--- config.mk ---
export PLATFORM = sky130hd
export DESIGN_NAME = sdram_req_gen
export DESIGN_NICKNAME = d
export VERILOG_FILES = /design/src/rtl/sdram_pkg.sv /design/src/rtl/sdram_req_chan.sv /design/src/rtl/sdram_req_gen.sv
export SDC_FILE = /design/constraint.sdc
export NUM_CORES = 1
export LEC_CHECK = 0
export ABC_AREA = 0
export CAP_MARGIN = 20
export CORE_MARGIN = 4
export CORE_UTILIZATION = 24
export DETAILED_ROUTE_END_ITERATION = 10
export GPL_ROUTABILITY_DRIVEN = 0
export PLACE_DENSITY = 0.5
export SYNTH_ARGS = -nofsm -noshare
export SYNTH_HDL_FRONTEND = slang
export SYNTH_SLANG_ARGS = --single-unit
--- constraint.sdc ---
create_clock -name clk -period 2.28 [get_ports clk]
set_clock_uncertainty 0.05 [all_clocks]
set_input_delay 0.228 -clock clk [delete_from_list [all_inputs] [get_ports clk]]
set_output_delay 0.228 -clock clk [all_outputs]
set_load 0.005 [all_outputs]
--- src/rtl/sdram_pkg.sv ---
`default_nettype none
// ============================================================================
// Module   : sdram_pkg
// Brief    : Shared state encoding and default burst geometry for the SDRAM
//            request generator.
// Revision : 1.0 - initial release
// ============================================================================
package sdram_pkg;

  localparam int unsigned c_burst_len    = 512;
  localparam int unsigned c_frame_bursts = 600;

  localparam int unsigned c_st_w    = 2;
  localparam logic [1:0]  c_st_idle = 2'd0;
  localparam logic [1:0]  c_st_req  = 2'd1;
  localparam logic [1:0]  c_st_gap  = 2'd2;

endpackage
`default_nettype wire

--- src/rtl/sdram_req_chan.sv ---
`default_nettype none
// ============================================================================
// Module   : sdram_req_chan
// Brief    : One burst-request channel: IDLE/REQ/GAP FSM, burst address,
//            burst counter and deferred frame alignment.
// Revision : 1.0 - initial release
// ============================================================================
module sdram_req_chan
  import sdram_pkg::*;
#(
  parameter int unsigned BURST_LEN    = c_burst_len,
  parameter int unsigned FRAME_BURSTS = c_frame_bursts,
  parameter int unsigned ADDR_W       = 20
) (
  input  logic              clk,
  input  logic              rst_n,
  input  logic              start,
  input  logic              ack,
  input  logic              frame_start,
  output logic              req,
  output logic [ADDR_W-1:0] addr,
  output logic              frame_end
);

  localparam int unsigned       c_cnt_w     = (FRAME_BURSTS > 1) ? $clog2(FRAME_BURSTS) : 1;
  localparam int unsigned       c_last_i    = FRAME_BURSTS - 1;
  localparam logic [c_cnt_w-1:0] c_cnt_last = c_last_i[c_cnt_w-1:0];
  localparam logic [ADDR_W-1:0]  c_step     = BURST_LEN[ADDR_W-1:0];

  logic [c_st_w-1:0]  r_state;
  logic [c_st_w-1:0]  w_state_nxt;
  logic               r_req;
  logic [ADDR_W-1:0]  r_addr;
  logic [ADDR_W-1:0]  w_addr_nxt;
  logic [c_cnt_w-1:0] r_cnt;
  logic [c_cnt_w-1:0] w_cnt_nxt;
  logic               r_pend;
  logic               w_pend_nxt;
  logic               w_frame_end;

  always_ff @(posedge clk) begin
    if (!rst_n) begin
      r_state <= c_st_idle;
      r_req   <= 1'b0;
      r_addr  <= '0;
      r_cnt   <= '0;
      r_pend  <= 1'b0;
    end else begin
      r_state <= w_state_nxt;
      r_req   <= (w_state_nxt == c_st_req);
      r_addr  <= w_addr_nxt;
      r_cnt   <= w_cnt_nxt;
      r_pend  <= w_pend_nxt;
    end
  end

  always_comb begin
    w_state_nxt = r_state;
    case (r_state)
      c_st_idle: if (start) w_state_nxt = c_st_req;
      c_st_req:  if (ack)   w_state_nxt = c_st_gap;
      c_st_gap:  w_state_nxt = c_st_idle;
      default:   w_state_nxt = c_st_idle;
    endcase
  end

  // A frame_start seen during REQ is parked and applied on that request's ack
  always_comb begin
    w_addr_nxt  = r_addr;
    w_cnt_nxt   = r_cnt;
    w_pend_nxt  = r_pend;
    w_frame_end = 1'b0;
    if (r_state == c_st_req) begin
      if (ack) begin
        w_pend_nxt = 1'b0;
        if (r_pend || frame_start) begin
          w_addr_nxt = '0;
          w_cnt_nxt  = '0;
        end else if (r_cnt == c_cnt_last) begin
          w_addr_nxt  = '0;
          w_cnt_nxt   = '0;
          w_frame_end = 1'b1;
        end else begin
          w_addr_nxt = r_addr + c_step;
          w_cnt_nxt  = r_cnt + c_cnt_w'(1);
        end
      end else if (frame_start) begin
        w_pend_nxt = 1'b1;
      end
    end else if (frame_start) begin
      w_addr_nxt = '0;
      w_cnt_nxt  = '0;
      w_pend_nxt = 1'b0;
    end
  end

  assign req       = r_req;
  assign addr      = r_addr;
  assign frame_end = w_frame_end;

endmodule
`default_nettype wire

--- src/rtl/sdram_req_gen.sv ---
`default_nettype none
// ============================================================================
// Module   : sdram_req_gen
// Brief    : Camera-write / display-read SDRAM burst request generator with
//            double-buffered frame bank selection. Optional request watchdog
//            enabled by macro SDRAM_REQ_TIMEOUT_EN.
// Revision : 1.0 - initial release
// ============================================================================
module sdram_req_gen
  import sdram_pkg::*;
#(
  parameter int unsigned BURST_LEN    = c_burst_len,
  parameter int unsigned FRAME_BURSTS = c_frame_bursts,
  parameter int unsigned LVL_W        = 10,
  parameter int unsigned ADDR_W       = 20,
  parameter int unsigned TIMEOUT      = 4096
) (
  input  logic              clk,
  input  logic              rst_n,
  input  logic [LVL_W-1:0]  wr_fifo_rdusedw,
  input  logic [LVL_W-1:0]  rd_fifo_wrusedw,
  input  logic              wr_frame_start,
  input  logic              rd_frame_start,
  input  logic              wr_sdram_ack,
  input  logic              rd_sdram_ack,
  output logic              wr_sdram_req,
  output logic              rd_sdram_req,
  output logic [ADDR_W-1:0] wr_addr,
  output logic [ADDR_W-1:0] rd_addr,
  output logic              wr_bank,
  output logic              rd_bank,
  output logic              wr_frame_done
`ifdef SDRAM_REQ_TIMEOUT_EN
  ,
  output logic              req_timeout
`endif
);

  localparam logic [LVL_W:0] c_burst_lvl = BURST_LEN[LVL_W:0];

  logic w_wr_start;
  logic w_rd_start;
  logic w_wr_frame_end;
  logic w_rd_frame_end;
  logic r_wr_bank;
  logic r_rd_bank;
  logic r_last_full;
  logic r_wr_frame_done;

  assign w_wr_start = ({1'b0, wr_fifo_rdusedw} >= c_burst_lvl);
  assign w_rd_start = ({1'b0, rd_fifo_wrusedw} <  c_burst_lvl);

  generate
    if (TIMEOUT < 2) begin : g_chk_timeout
      $error("TIMEOUT must be at least 2");
    end
  endgenerate

  sdram_req_chan #(
    .BURST_LEN    (BURST_LEN),
    .FRAME_BURSTS (FRAME_BURSTS),
    .ADDR_W       (ADDR_W)
  ) u_wr_chan (
    .clk         (clk),
    .rst_n       (rst_n),
    .start       (w_wr_start),
    .ack         (wr_sdram_ack),
    .frame_start (wr_frame_start),
    .req         (wr_sdram_req),
    .addr        (wr_addr),
    .frame_end   (w_wr_frame_end)
  );

  sdram_req_chan #(
    .BURST_LEN    (BURST_LEN),
    .FRAME_BURSTS (FRAME_BURSTS),
    .ADDR_W       (ADDR_W)
  ) u_rd_chan (
    .clk         (clk),
    .rst_n       (rst_n),
    .start       (w_rd_start),
    .ack         (rd_sdram_ack),
    .frame_start (rd_frame_start),
    .req         (rd_sdram_req),
    .addr        (rd_addr),
    .frame_end   (w_rd_frame_end)
  );

  // Reader follows the newest completed bank; nonblocking order means a
  // same-cycle write completion is only visible to the next read frame
  always_ff @(posedge clk) begin
    if (!rst_n) begin
      r_wr_bank       <= 1'b0;
      r_rd_bank       <= 1'b0;
      r_last_full     <= 1'b0;
      r_wr_frame_done <= 1'b0;
    end else begin
      r_wr_frame_done <= w_wr_frame_end;
      if (w_wr_frame_end) begin
        r_wr_bank   <= ~r_wr_bank;
        r_last_full <= r_wr_bank;
      end
      if (w_rd_frame_end) begin
        r_rd_bank <= r_last_full;
      end
    end
  end

  assign wr_bank       = r_wr_bank;
  assign rd_bank       = r_rd_bank;
  assign wr_frame_done = r_wr_frame_done;

`ifdef SDRAM_REQ_TIMEOUT_EN
  localparam int unsigned       c_to_w    = $clog2(TIMEOUT + 1);
  localparam int unsigned       c_to_li   = TIMEOUT - 1;
  localparam logic [c_to_w-1:0] c_to_last = c_to_li[c_to_w-1:0];

  logic [c_to_w-1:0] r_wr_to_cnt;
  logic [c_to_w-1:0] r_rd_to_cnt;
  logic              r_req_timeout;

  always_ff @(posedge clk) begin
    if (!rst_n) begin
      r_wr_to_cnt   <= '0;
      r_rd_to_cnt   <= '0;
      r_req_timeout <= 1'b0;
    end else begin
      r_wr_to_cnt <= wr_sdram_req ? r_wr_to_cnt + c_to_w'(1) : '0;
      r_rd_to_cnt <= rd_sdram_req ? r_rd_to_cnt + c_to_w'(1) : '0;
      if ((wr_sdram_req && (r_wr_to_cnt == c_to_last)) ||
          (rd_sdram_req && (r_rd_to_cnt == c_to_last))) begin
        r_req_timeout <= 1'b1;
      end
    end
  end

  assign req_timeout = r_req_timeout;
`endif

endmodule
`default_nettype wire

; ---- Word-level counts from Yosys, hierarchy flattened
; Cells that the tools add are included.
[op_classes]
bitwise_logic = 1
n_eq_ne = 8
n_addsub = 4
reduce_logical = 12
magnitude_cmp = 2
muxes = 42
[op_table]
columns = cell, count
row1 = 2-to-1 mux 20 bit, 10
row2 = 2-to-1 mux 10 bit, 10
row3 = "adder 20 x 10 -> 20 bit, second input constant", 2
row4 = "adder 10 x 1 -> 10 bit, second input constant", 2
row5 = "== test 10 bit, second input constant", 2
row6 = 2-to-1 mux 1 bit, 16
row7 = "greater-or-equal comparator 10 bit, second input constant", 1
row8 = "< comparator 10 bit, second input constant", 1
row9 = "== test 2 x 1 -> 1 bit, second input constant", 4
row10 = 2-to-1 mux 2 bit, 4
row11 = one-hot mux 2 bit (2 select lines), 2
row12 = AND reduction 2 bit, 4
row13 = nonzero test 2 bit, 4
row14 = zero test 2 bit, 2
row15 = "!= test 2 bit, second input constant", 2
row16 = logical OR 1 bit, 2
row17 = inverter 1 bit, 1
[word_totals]
out_inout_bits = 45
reg_bits = 72

; ---- Longest topological paths before layout
; Gate-level depths: netlist of the first run.
[depth]
depth_word = 5
depth_mapped = 7
mapped_depth_nobuf = 6

; ---- Modules after synthesis
; A second synthesis of the first run with hierarchy kept.
[unflattened]
cells_unflattened = 299
area_unflattened_um2 = 2735.1
[modules_own_cells]
columns = module, area_each_um2, cells_per_inst, seq_area_each_um2, instances
row1 = sdram_req_chan, 1296.2, 143, 500.5, 2
row2 = sdram_req_gen, 142.6, 13, 80.1, 1

; ---- Worst setup path before layout of the first run
; OpenSTA, ideal clock, no wires.
[synth_timing]
kind = register to register
from = register u_wr_chan.r_cnt[4]
to = register u_wr_chan.r_addr[16], in the netlist u_wr_chan.addr[16]
arrival_time_ns = 1.620
slack_ns = 0.490
required_time_ns = 2.110
setup_time_ns = 0.120
path_stages_with_launch = 6
path_buffers = 0
period_less_slack_ns = 1.790
path_cell_list = dfxtp_1 > or3b_1 > o31ai_4 > nor2_1 > and3_1 > o31a_1
[synth_between]
elab_chain_len = 5
[synth_rtl]
columns = element, line_no
row1 = start: declaration, sdram_req_chan.sv:35  ; logic [c_cnt_w-1:0] r_cnt;
row2 = start signal: assignment, sdram_req_chan.sv:52  ; r_cnt <= w_cnt_nxt;
row3 = == test 10 bit, sdram_req_chan.sv:79  ; end else if (r_cnt == c_cnt_last) begin
row4 = 2-to-1 mux 20 bit, sdram_req_chan.sv:79
row5 = 2-to-1 mux 20 bit, sdram_req_chan.sv:76  ; if (r_pend || frame_start) begin
row6 = 2-to-1 mux 20 bit, sdram_req_chan.sv:74  ; if (ack) begin
row7 = 2-to-1 mux 20 bit, sdram_req_chan.sv:73  ; if (r_state == c_st_req) begin
row8 = end signal: assignment, sdram_req_chan.sv:51  ; r_addr <= w_addr_nxt;
row9 = end: declaration, sdram_req_chan.sv:33  ; logic [ADDR_W-1:0] r_addr;
; No other way between the ends. The select of a mux whose other input is x is not followed.
; A chain may end at the register's enable or synchronous reset.

; ---- Worst setup path in the final report of the first run
[layout_timing]
from = register u_wr_chan.r_cnt[0]
to = register u_wr_chan.r_addr[16], in the netlist u_wr_chan.addr[16]
; The elaborated chain is that of the path after synthesis.

==> results of run 1 <==
-- how the worst max path moves through the flow --
| stage | slack, ps | from | cells past startpoint | to |
|---|---|---|---|---|
| final | 180 | u_wr_chan.r_cnt[0] | 8 | u_wr_chan.addr[16] |
| after global routing | 70 | u_wr_chan.r_cnt[0] | 8 | u_wr_chan.addr[16] |
| after floorplan | 490 | u_wr_chan.r_cnt[4] | 5 | u_wr_chan.addr[16] |
| after global placement | 110 | rd_frame_start | 6 | u_rd_chan.addr[14] |
| after detailed placement | 90 | rd_frame_start | 6 | u_rd_chan.addr[11] |
| after CTS | 190 | u_wr_chan.r_cnt[0] | 8 | u_wr_chan.addr[16] |
-- final cells by class --
class                   instances  area, um2
fillers                      1181       7540
clock inverters                 3       25.0
well taps                     140        175
inverters                       4       15.0
repair buffers                 51        468
multi-input cells             244       1460
flip-flops and latches         54       1080
clock buffers                   5       68.8
-- Yosys cell counts (3+ instances only) --
library cell	instances
xnor2_1	11
xor2_1	5
mux2_2	4
clkbuf_1	7
nand3_1	23
nand2_1	35
nor3_1	13
buf_4	18
and3_1	3
nor3b_1	3
a21o_1	3
a21oi_1	11
and2_1	4
nor2_1	34
o21ai_0	15
or3_1	5
ha_1	4
mux2i_1	7
nand3b_1	3
inv_1	3
dfxtp_1	54
nor4_1	5
a31oi_1	6
nand4_1	5
-- routing by layer --
| layer | track usage [%] | wire length, um | up-vias |
|---|---|---|---|
| met5 | 0 | 0 | - |
| li1 | - | - | 1171 |
| met4 | 1.44 | 28 | 0 |
| met2 | 16.2 | 2810 | 44 |
| met1 | 12.4 | 2930 | 1061 |
| met3 | 2.62 | 321 | 4 |
-- registers in the layout, indices dropped and copies added (netlist names) --
signal and cells:
u_rd_chan.addr 11, u_wr_chan.addr 11, u_rd_chan.r_cnt 10, u_wr_chan.r_cnt 10
u_rd_chan.r_state 2, u_wr_chan.r_state 2, r_last_full 1, rd_bank 1
u_rd_chan.r_pend 1, u_rd_chan.req 1, u_wr_chan.r_pend 1, u_wr_chan.req 1
wr_bank 1, wr_frame_done 1
-- placed cells by master, fill, tap and decap left out, drive strengths merged, types with 7 or more instances in the layout --
cell type / n
a21oi: 11
a31oi: 7
buf: 17
clkdlybuf4s50: 34
conb: 18
dfxtp: 54
mux2i: 7
nand2: 35
nand3: 23
nor2: 34
nor3: 13
o21ai: 15
xnor2: 11
-- metrics by stage --
stage | area, um2 | std cells | util (%) | worst slack (ps) | total power (W)
after detailed placement | 3200 | 493 | 29.5 | 93.0 | 0.00114
after floorplan | 2730 | 328 | - | 490 | 0.00109
final | 3300 | 501 | 30.4 | 181 | 0.00169
after CTS | 3300 | 501 | 30.4 | 193 | 0.00172
after global routing | 3300 | 501 | 30.4 | 65.3 | 0.00176
after global placement | 3200 | 493 | 29.5 | 114 | 0.00115
-- worst max-delay path: stages, from the launching register on --
cell,delay (ps)
dfxtp_1,380
ha_1,260
nand2_1,130
o31ai_4,280
buf_4,200
nor2_1,50
buf_4,190
and3_1,170
o31a_1,280
-- power breakdown --
part           leakage, nW  switching [W]  internal [W]
clock               0.0447       0.000345      0.000223
sequential           0.437      0.0000101      0.000954
combinational        0.632      0.0000922     0.0000645
-- cells by family (layout without fill, tap and decap cells) --
group	after synthesis	after routing
AND/OR/NAND/NOR	148	148
other	1	18
multiplexers	11	11
XOR/XNOR	16	16
AO/OA/AOI/OAI	47	47
adder cells (fa/ha/maj)	4	4
buffers and inverters	30	63
flip-flops	54	54
==> flow_summary.yaml, run 1 <==
synth:
  ys_warn_count: 0
  synth_mux_area_share_pct: 4.33
  syn_area_um2: 2660
  synth-adder-area-share_pct: 1.88
  synth.top_cell.area_share_pct: 40.6
  synth-edff-count: 0
  async_flop_share_pct: 0
  ys.flop_type: "dfxtp_1"
  synth_top_area_cell: "dfxtp_1"
  synth_top_family_by_area: "simple AND/OR/NAND/NOR gates"
  synth_area_per_cell_um2: 8.56
  seq_area_frac_synth_pct: 40.6
  synth-simple-area-share_pct: 29.1
  synth_xor_area_share_pct: 5.27
  synth_compound_area_share_pct: 11.8
  ys_ff_latch: 54
  netlist_instances: 311
  ys_top_cells_by_area: "dfxtp_1, buf_4, nand2_1"
  yosys.cell_types.count: 49
worst_setup_path:
  crit_required_ps: 2440
  worstRegToRegCells: 8
  startpoint_type: "flip-flop"
  r2r-end: "u_wr_chan.addr[16]"
  worstReg2RegStart: "u_wr_chan.r_cnt[0]"
  crit_type: "reg2reg"
  r2r_slack_ps: 180
  cp-end-kind: "flip-flop"
  path_max_fanout: 12
  arrival_ps: 2260
floorplanning:
  std_cell_rows: 38
  die_w_um: 113
  core_um2: 10800
  die_h_um: 113
  initial_core_util_pct: 24.5
  dieArea_um2: 12800
  io_pins: 71
pwr:
  p_leak_nw: 1.11
  vdd_ir_drop_max_v: 0.000406
  power_density_nw_per_um2: 513
place:
  hpwl_um: 4600
  io_buffers: 34
grt:
  overflow: 0
  antenna_found_initial: 0
  grt_max_degree: 19
  grt_pass1_vias: 2177
  grtUsageTotal_pct: 9.55
  grt_pass1_wl_um: 10300
final_layout:
  syn2layout_area_growth_pct: 23.8
  diodes: 0
  drive_gt1_share_pct: 9.70
  nNetsFinal: 390
detailed_routing:
  avgRoutedWirePerCell_um: 12.2
  viasPerCell: 4.55
  drt-pass1-iter-count: 5
  drc: 0
  wl_um: 6100
  drtIter0Drc: 64
  antenna_left: 0
  vias: 2280
clock_network:
  cts_num_sinks: 54
  cts_buffers: 5
  clockBufferDepth: 2
  path_clk_slew_ps: 110
  cts_tree: "yes"
  post_cts_resize_count: 0
  cts_hold_buf: 0
  cts-root-buf: "clkbuf_8"
  post_cts_buffers: 0
  htreeDepth: 2
  clkLatencyLatePin_ps: 310
worst_hold_path:
  hold_class: "reg2reg"
  worstHoldEndpoint: "u_rd_chan.r_state[0]"
  min_path_cells: 1
  min_from: "u_rd_chan.r_state[1]"
timing:
  rsz0062_at_grt: "false"
  fin_crit_ps: 2100
  period_share_pct: 92.1
  fmax_mhz: 476
  hold_viol_final: 0
  holdWs_ps: 433
  drv_slew: 0
  setup_tns_ps: 0
  setup_viol: 0
run:
  cap_violations: 0
run_status:
  status: "completed"
(Power assumes the default switching activity.)
==> run 2, diff against run 1 <==
--- a/config.mk
+++ b/config.mk
@@ -12,6 +12,7 @@
 export DETAILED_ROUTE_END_ITERATION = 10
 export GPL_ROUTABILITY_DRIVEN = 0
 export PLACE_DENSITY = 0.5
+export REMOVE_ABC_BUFFERS = 1
 export SYNTH_ARGS = -nofsm -noshare
 export SYNTH_HDL_FRONTEND = slang
 export SYNTH_SLANG_ARGS = --single-unit
==> run 2 against run 1 <==
- flip-flop and latch count is the same
- largest cell class unchanged
- critical path type unchanged
- global-route usage grew 0.24 points
- critical path depth shrank 1
==> flow_summary.yaml, run 2 (same netlist as run 1, synthesis figures left out) <==
floorplanning:
  die_w_um: 113
  core_um2: 10800
  std_cell_rows: 38
  dieArea_um2: 12800
  initial_core_util_pct: 24.5
  die_h_um: 113
  io_pins: 71
final_layout:
  diodes: 0
  multiInputGateArea_um2: 1460
  stdcell_count: 501
  register_area_um2: 1080
  nFillCells: 1134
  final_common_cell: "dfxtp_1"
  syn2layout_area_growth_pct: 24.4
  drive_gt1_share_pct: 9.42
  nNetsFinal: 390
  final_cell_mix: "dfxtp_1, nand2_1, nor2_1, clkdlybuf4s50_1, nand3_1"
place:
  dp.cells: 493
  hpwl_um: 4590
  io_buffers: 34
  preCtsSetupSlack_ps: 83.0
pwr:
  vdd_ir_drop_max_v: 0.000232
  p_int_w: 0.00135
  p_sw_share_pct: 23.9
  power.switching_w: 0.000424
  seqPwrFrac_pct: 54.5
  pwr-share-comb_pct: 8.8
  power_density_nw_per_um2: 535
  p_leak_nw: 1.12
  clkPwrFrac_pct: 36.7
timing:
  hold_viol_final: 0
  setup_tns_ps: 0
  period_share_pct: 90.4
  drv_slew: 0
  setup_viol: 0
  fmax_mhz: 485
  fin_crit_ps: 2060
  rsz0062_at_grt: "false"
  setup_ws_ps: 219
  holdWs_ps: 428
worst_hold_path:
  hold_class: "reg2reg"
  min_path_cells: 2
detailed_routing:
  drc: 0
  wl_um: 6210
  vias: 2264
  avgRoutedWirePerCell_um: 12.4
  drt-pass1-iter-count: 4
  drtIter0Drc: 104
  viasPerCell: 4.52
  antenna_left: 0
clock_network:
  post_cts_resize_count: 0
  cts_tree: "yes"
  cts_hold_buf: 0
  post_cts_buffers: 0
  cts-root-buf: "clkbuf_8"
  clockBufferDepth: 2
  cts_buffers: 5
  htreeDepth: 2
  clkLatencyLatePin_ps: 310
  path_clk_slew_ps: 100
  cts_num_sinks: 54
run_status:
  status: "completed"
grt:
  grtUsageTotal_pct: 9.78
  grt_max_degree: 18
  overflow: 0
  antenna_found_initial: 0
  grt_pass1_wl_um: 10200
  grt_pass1_vias: 2152
worst_setup_path:
  crit_required_ps: 2440
  startpoint_type: "flip-flop"
  crit_type: "reg2reg"
  r2r-end: "u_wr_chan.addr[16]"
  path_max_fanout: 9
  arrival_ps: 2220
  r2r_slack_ps: 220
  worstReg2RegStart: "u_wr_chan.r_cnt[4]"
  endpoint: "u_wr_chan.addr[16]"
  worstRegToRegCells: 7
  startpoint: "u_wr_chan.r_cnt[4]"
  cp-end-kind: "flip-flop"
run:
  cap_violations: 0
-- run 2: changes by cell type in the layout (fill, tap and decap cells not counted) --
cell and delta:
inv_6 -1, clkinv_4 -1, clkbuf_1 +1, bufinv_16 +1
-- run 2: metrics by stage --
step	util (%)	cell area, um2	power [W]
after floorplan	-	2560	0.00106
after global placement	29.5	3200	0.00114
after detailed placement	29.5	3200	0.00114
after CTS	30.6	3310	0.00180
after global routing	30.6	3310	0.00186
final	30.6	3310	0.00177
-- run 2: how the worst min path moves through the flow --
stage	from	end	slack [ps]
after floorplan	rd_sdram_ack	u_rd_chan.r_state[0]	300
after global placement	u_rd_chan.r_cnt[1]	u_rd_chan.r_cnt[1]	410
after detailed placement	u_wr_chan.r_cnt[1]	u_wr_chan.r_cnt[1]	420
after CTS	u_wr_chan.r_cnt[1]	u_wr_chan.r_cnt[1]	430
after global routing	u_wr_chan.r_cnt[1]	u_wr_chan.r_cnt[1]	450
final	u_wr_chan.r_cnt[1]	u_wr_chan.r_cnt[1]	430
-- run 2: final cells by class --
| type | instances | share of cell area (%) |
|---|---|---|
| multi-input cells | 244 | 44.2 |
| flip-flops and latches | 54 | 32.6 |
| repair buffers | 51 | 14.1 |
| well taps | 140 | 5.29 |
| clock buffers | 6 | 2.19 |
| clock inverters | 2 | 1.13 |
| inverters | 4 | 0.453 |
-- run 2: layer usage --
metal / up-vias / share of wire (%) / global-route usage [%]
met5: - / 0 / 0
met4: 0 / 2.2 / 4.09
met3: 11 / 4.2 / 2.67
met2: 37 / 48 / 16.4
met1: 1052 / 46 / 11.8
li1: 1164 / - / -
-- run 2: power groups by stage --
stage	combinational [W]	clock, W	sequential (W)
after floorplan	0.0000802	0	0.000985
after global placement	0.000158	0	0.000986
after detailed placement	0.000157	0	0.000987
after CTS	0.000158	0.000682	0.000965
after global routing	0.000175	0.000720	0.000967
final	0.000156	0.000650	0.000964
-- run 2: critical path: stages (launching register included) --
cell     delay [ps]
dfxtp_1         410
or3b_1          430
o31ai_4         210
buf_4           200
nor2_1           60
buf_4           180
and3_1          160
o31a_1          280
